## config.mk

```make
export PLATFORM = sky130hd
export DESIGN_NAME = regfile_wb_arbiter
export DESIGN_NICKNAME = d
export VERILOG_FILES = /design/src/rtl/regfile_pkg.sv /design/src/rtl/rr_arbiter.sv /design/src/rtl/regfile_wb_arbiter.sv
export SDC_FILE = /design/constraint.sdc
export NUM_CORES = 1
export LEC_CHECK = 0
export BUFFER_PORTS_ARGS = -buffer_cell sky130_fd_sc_hd__clkbuf_2
export CORE_MARGIN = 4
export CORE_UTILIZATION = 40
export DETAILED_ROUTE_END_ITERATION = 12
export MAX_ROUTING_LAYER = met4
export PLACE_DENSITY = 0.77
export RECOVER_POWER = 50
export SLEW_MARGIN = 40
export SYNTH_ARGS = -nofsm -noshare
export SYNTH_HDL_FRONTEND = slang
export SYNTH_HIERARCHICAL = 1
export SYNTH_SLANG_ARGS = --single-unit
```

## constraint.sdc

```tcl
create_clock -name clk -period 6.7 [get_ports clk]
set_input_delay 2.01 -clock clk [delete_from_list [all_inputs] [get_ports clk]]
set_output_delay 2.01 -clock clk [all_outputs]
set_load 0.1 [all_outputs]
```

## src/rtl/regfile_pkg.sv

```systemverilog
`default_nettype none
// ============================================================================
// Module      : regfile_pkg
// Description : Shared register-file constants and the write-record type used
//               by the write-back arbiter and its round-robin sub-block.
// Contents    : RF_AW    - register address width (32 registers)
//               RF_DW    - register data width
//               RF_NREGS - number of architectural registers
//               rf_wr_t  - one register-file write {addr, data}
// Revision    : 1.0 - initial release
// ============================================================================
package regfile_pkg;

  localparam int RF_AW    = 5;
  localparam int RF_DW    = 32;
  localparam int RF_NREGS = 32;

  typedef struct packed {
    logic [RF_AW-1:0] addr;
    logic [RF_DW-1:0] data;
  } rf_wr_t;

endpackage : regfile_pkg
`default_nettype wire

```

## src/rtl/rr_arbiter.sv

```systemverilog
`default_nettype none
// ============================================================================
// Module      : rr_arbiter
// Description : NREQ-wide round-robin arbiter. The grant is combinational from
//               the valid vector, hold, reset and the rotating pointer; the
//               pointer moves to one past the granted index on every grant.
// Ports       : clk      - clock
//               rst      - asynchronous active-high reset (pointer -> 0,
//                          grant forced to zero while asserted)
//               i_hold   - suppresses all grants
//               i_valid  - per-requester request
//               o_grant  - one-hot (or zero) grant
// Revision    : 1.0 - initial release
// ============================================================================
module rr_arbiter
  import regfile_pkg::*;
#(
  parameter int NREQ = 3
) (
  input  logic            clk,
  input  logic            rst,
  input  logic            i_hold,
  input  logic [NREQ-1:0] i_valid,
  output logic [NREQ-1:0] o_grant
);

  localparam int c_PW = $clog2(NREQ);

  logic [c_PW-1:0] r_ptr;
  logic [c_PW-1:0] w_gnt_idx;
  logic [c_PW-1:0] w_next_ptr;
  logic [NREQ-1:0] w_grant;
  logic            w_found;

  // Scan offsets 0..NREQ-1 from the pointer; the first valid index wins.
  // The inner loop compares against every physical index so that no
  // out-of-range dynamic bit select is ever formed for non-power-of-2 NREQ.
  always_comb begin
    w_grant   = '0;
    w_gnt_idx = '0;
    w_found   = 1'b0;
    if (!i_hold && !rst) begin
      for (int k = 0; k < NREQ; k++) begin
        for (int i = 0; i < NREQ; i++) begin
          if (!w_found && (i == ((int'(r_ptr) + k) % NREQ)) && i_valid[i]) begin
            w_found    = 1'b1;
            w_grant[i] = 1'b1;
            w_gnt_idx  = c_PW'(i);
          end
        end
      end
    end
  end

  assign w_next_ptr = (w_gnt_idx == c_PW'(NREQ - 1)) ? '0 : (w_gnt_idx + 1'b1);

  always_ff @(posedge clk or posedge rst) begin
    if (rst) begin
      r_ptr <= '0;
    end else if (w_found) begin
      r_ptr <= w_next_ptr;
    end
  end

  assign o_grant = w_grant;

endmodule : rr_arbiter
`default_nettype wire

```

## src/rtl/regfile_wb_arbiter.sv

```systemverilog
`default_nettype none
// ============================================================================
// Module      : regfile_wb_arbiter
// Description : Round-robin write-back arbiter in front of a register file.
//               One requester is accepted per cycle; the accepted address and
//               data are registered and presented to the register file one
//               cycle later together with a write enable. A 16-bit wrapping
//               counter tracks writes presented to the register file.
// Ports       : clk        - clock
//               reset      - asynchronous active-high reset
//               hold       - blocks all grants while high
//               req_valid  - [NREQ]    per-requester write request
//               req_addr   - [NREQ*AW] slice i at [i*AW +: AW]
//               req_data   - [NREQ*DW] slice i at [i*DW +: DW]
//               req_ready  - [NREQ]    one-hot or zero grant
//               rf_we      - register-file write enable
//               rf_waddr   - register-file write address
//               rf_wdata   - register-file write data
//               commit_cnt - writes presented to the register file (wraps)
// Macro       : RF_WB_ZERO_GUARD_EN - when defined, a transfer to register 0
//               is accepted but produces no register-file write and no count.
// Revision    : 1.0 - initial release
// ============================================================================
module regfile_wb_arbiter
  import regfile_pkg::*;
#(
  parameter int NREQ = 3,
  parameter int AW   = RF_AW,
  parameter int DW   = RF_DW
) (
  input  logic               clk,
  input  logic               reset,
  input  logic               hold,
  input  logic [NREQ-1:0]    req_valid,
  input  logic [NREQ*AW-1:0] req_addr,
  input  logic [NREQ*DW-1:0] req_data,
  output logic [NREQ-1:0]    req_ready,
  output logic               rf_we,
  output logic [AW-1:0]      rf_waddr,
  output logic [DW-1:0]      rf_wdata,
  output logic [15:0]        commit_cnt
);

  logic [NREQ-1:0] w_grant;
  logic            w_xfer;
  logic            w_wr;
  logic [AW-1:0]   w_sel_addr;
  logic [DW-1:0]   w_sel_data;

  logic            r_we;
  logic [AW-1:0]   r_waddr;
  logic [DW-1:0]   r_wdata;
  logic [15:0]     r_cnt;

  rr_arbiter #(
    .NREQ (NREQ)
  ) u_rr_arbiter (
    .clk     (clk),
    .rst     (reset),
    .i_hold  (hold),
    .i_valid (req_valid),
    .o_grant (w_grant)
  );

  // Grant is one-hot, so a simple OR-style select picks the accepted slice.
  always_comb begin
    w_sel_addr = '0;
    w_sel_data = '0;
    for (int i = 0; i < NREQ; i++) begin
      if (w_grant[i]) begin
        w_sel_addr = req_addr[i*AW +: AW];
        w_sel_data = req_data[i*DW +: DW];
      end
    end
  end

  assign w_xfer = |w_grant;

`ifdef RF_WB_ZERO_GUARD_EN
  // Register 0 is hard-wired: accept the transfer but drop the write.
  assign w_wr = w_xfer && (w_sel_addr != '0);
`else
  assign w_wr = w_xfer;
`endif

  // Address/data only load on a real write so they hold between writes.
  always_ff @(posedge clk or posedge reset) begin
    if (reset) begin
      r_we    <= 1'b0;
      r_waddr <= '0;
      r_wdata <= '0;
      r_cnt   <= '0;
    end else begin
      r_we <= w_wr;
      if (w_wr) begin
        r_waddr <= w_sel_addr;
        r_wdata <= w_sel_data;
        r_cnt   <= r_cnt + 16'd1;
      end
    end
  end

  assign req_ready  = w_grant;
  assign rf_we      = r_we;
  assign rf_waddr   = r_waddr;
  assign rf_wdata   = r_wdata;
  assign commit_cnt = r_cnt;

endmodule : regfile_wb_arbiter
`default_nettype wire
```

==> impl_metrics.tcl <==
set metrics [dict create \
    crit_buf_inv 2 \
    maxClockFrequency_mhz 192 \
    maxSlewViolCount 98 \
    overflow 0 \
    p_leak_nw 1.76 \
    switching_share_pct 64.4 \
    grt_pass1_vias 2609 \
    yosysSeqAreaShare_pct 52.8 \
    clkTransAtPathRegs_ns 0.09 \
    final_cell_mix "147 x clkbuf_2, 73 x o22ai_1, 56 x dfrtp_1" \
    antenna_left 0 \
    dr.pass1.iters 4 \
    die_w_um 89.4 \
    vias 2711 \
    drv_cap 2 \
    fin_setup_tns_ns 0 \
    setup_viol 0 \
    dpl.hpwl_mm 6.07 \
    grt_pass1_wl_mm 12.3 \
    p_seq_share_pct 25.3 \
    synth_cell_types 29 \
    n_antenna_cell 0 \
    period_minus_slack_ns 5.22 \
    io_pins 174 \
    final_util_pct 56.5 \
    period_share_pct 77.9 \
    drive_gt1_share_pct 37.9 \
    cp.required_ns 4.69 \
    p_comb_share_pct 65.9 \
    syn_avg_cell_area_sq_um 10.0 \
    via_per_inst 5.37 \
    crit_arrival_ns 3.21 \
    hold_buffers 0 \
    path_cells "clkbuf_1 -> a211oi_1 -> o211a_1 -> clkbuf_2" \
    numCtsBuffers 5 \
    die_h_um 89.4 \
    remaining_drc_errors 0 \
    hold_violations 0 \
    route.detailed.wl_per_inst_um 15.9 \
    cts_resized 0 \
    tightest_slew_ns 2.34 \
    die-area_sq_um 8000 \
    p_switching_mw 1.43 \
    skew_ns 0.00790 \
    cts_setup_buffers 0 \
    start_util_pct 41.5 \
    cp-end-kind "primary output" \
    syn_to_final_growth_pct 35.9 \
    clock-sinks 56 \
    layout.nets 547 \
    core-area_sq_um 6390 \
    p_per_area_nw_per_um2 616 \
    initialDrtViolationCount 98 \
    cp_slowest_cell "clkbuf_2" \
    path_class "primary input to primary output" \
    tritoncts "done" \
    status "finished, violations left" \
    peakVddDrop_v 0.000490 \
    grt_max_degree 75 \
    antenna_found_initial 0 \
    grt_use_total_pct 20.2 \
    cts_htree_levels 2 \
    ys_warn_count 6 \
    violations "capacitance limit, slew limit" \
    port_buffers 173 \
    syn-num-nets 385 \
    clock_power_share_pct 8.8 \
    worstSkewPairLatency_ns 0.31 \
    rsz0062_at_grt "no" \
    worst_hold_path_type "register to register" \
    gp_congestion 0.778 \
    netlist_area_sq_um 2650 \
    critPathTopFamily "buffers and inverters" \
    start_kind "primary input" \
    drt-total-wl_mm 8.03 \
    root_buffer "clkbuf_8" \
    cp_max_fo 7 \
    placementRows 29 \
    syn_inst 265 \
    max_stage_delay_ns 0.48 \
    final_common_cell "clkbuf_2" \
    yosys_register_bits 56 \
    slew_headroom_pct -56.8 \
    power.internal_mw 0.791 \
    cts.path.max_buffers 2 \
]
==> power by group through the flow <==
stage | logic (mW) | clock network, mW | registers, mW
final | 1.46 | 0.195 | 0.562
after CTS | 1.49 | 0.199 | 0.563
after global placement | 1.46 | 0 | 0.564
after floorplan | 0.316 | 0 | 1.46
after global routing | 1.52 | 0.215 | 0.579
after detailed placement | 1.49 | 0 | 0.564
==> area by class of cell <==
| type | count | area, sq um |
|---|---|---|
| flip-flops and latches | 56 | 1400 |
| inverters | 7 | 30.0 |
| repair buffers | 174 | 837 |
| fillers | 617 | 2780 |
| well taps | 77 | 96.3 |
| multi-input cells | 183 | 1140 |
| clock buffers | 6 | 82.6 |
| clock inverters | 2 | 13.8 |
==> registers in the layout (all words and copies together), names as in the netlist <==
| signal | flops |
|---|---|
| rf_wdata | 32 |
| commit_cnt | 16 |
| rf_waddr | 5 |
| u_rr_arbiter/r_ptr | 2 |
| rf_we | 1 |
==> through the flow <==
stage	instance area, sq um	hold WS, ns	power, mW	std cells	setup slack [ns]
2_1_floorplan	2650	0.504	1.78	265	1.70
6_report	3610	0.486	2.22	505	1.48
5_1_grt	3610	0.526	2.32	505	1.47
4_1_cts	3650	0.489	2.25	505	1.53
3_3_place_gp	3540	0.458	2.03	497	1.58
3_5_place_dp	3550	0.473	2.05	497	1.53
==> cell usage after synthesis <==
cell type	number	area, sq um
o31ai_1	2	15.0
xnor2_1	10	87.6
o22ai_1	73	457
nor2_1	5	18.8
or2_4	1	8.76
nand3_1	5	25.0
or3_1	2	12.5
o31ai_2	1	12.5
a21oi_1	41	205
dfrtp_1	56	1400
inv_1	6	22.5
nand2_1	10	37.5
o211a_1	3	30.0
nand4_1	3	18.8
mux2_2	1	11.3
nand2b_1	3	18.8
buf_2	7	35.0
o32ai_1	1	8.76
ha_1	3	37.5
o21a_1	1	7.51
inv_2	1	3.75
clkbuf_1	12	45.0
and3_1	2	12.5
a211oi_1	2	15.0
xor2_1	5	43.8
nor3_1	5	25.0
o21ai_0	1	5.00
nor2b_1	2	12.5
nor3b_4	1	18.8
==> kinds of logic after synthesis <==
| kind of cell | share of synthesized area [%] |
|---|---|
| buf+inv | 4.01 |
| simple gates | 7.88 |
| xor+xnor | 4.95 |
| mux | 0.424 |
| flops | 52.8 |
| fa+ha+maj | 1.42 |
| compound gates | 28.5 |
==> path summary, 6_finish.rpt <==
kind / slack [ns] / to / depth (start not counted) / start
max: 1.48 / req_ready[2] / 4 / req_valid[1]
max in group asynchronous: 3.30 / rf_wdata[18] / 2 / reset
min reg2reg: 0.49 / commit_cnt[15] / 1 / commit_cnt[15]
min in group asynchronous: 1.57 / u_rr_arbiter/r_ptr[0] / 2 / reset
min: 0.49 / commit_cnt[15] / 1 / commit_cnt[15]
max reg2reg: 2.89 / commit_cnt[7] / 10 / u_rr_arbiter/r_ptr[0]
==> routing by layer <==
| layer | track usage [%] | vias to the layer above | wire length, um |
|---|---|---|---|
| met5 | - | - | 0 |
| li1 | - | 1343 | - |
| met4 | 5.01 | 0 | 78 |
| met2 | 33.2 | 106 | 4130 |
| met3 | 3.96 | 7 | 535 |
| met1 | 25.8 | 1255 | 3290 |
No activity file was read; power rests on OpenSTA's default activity.
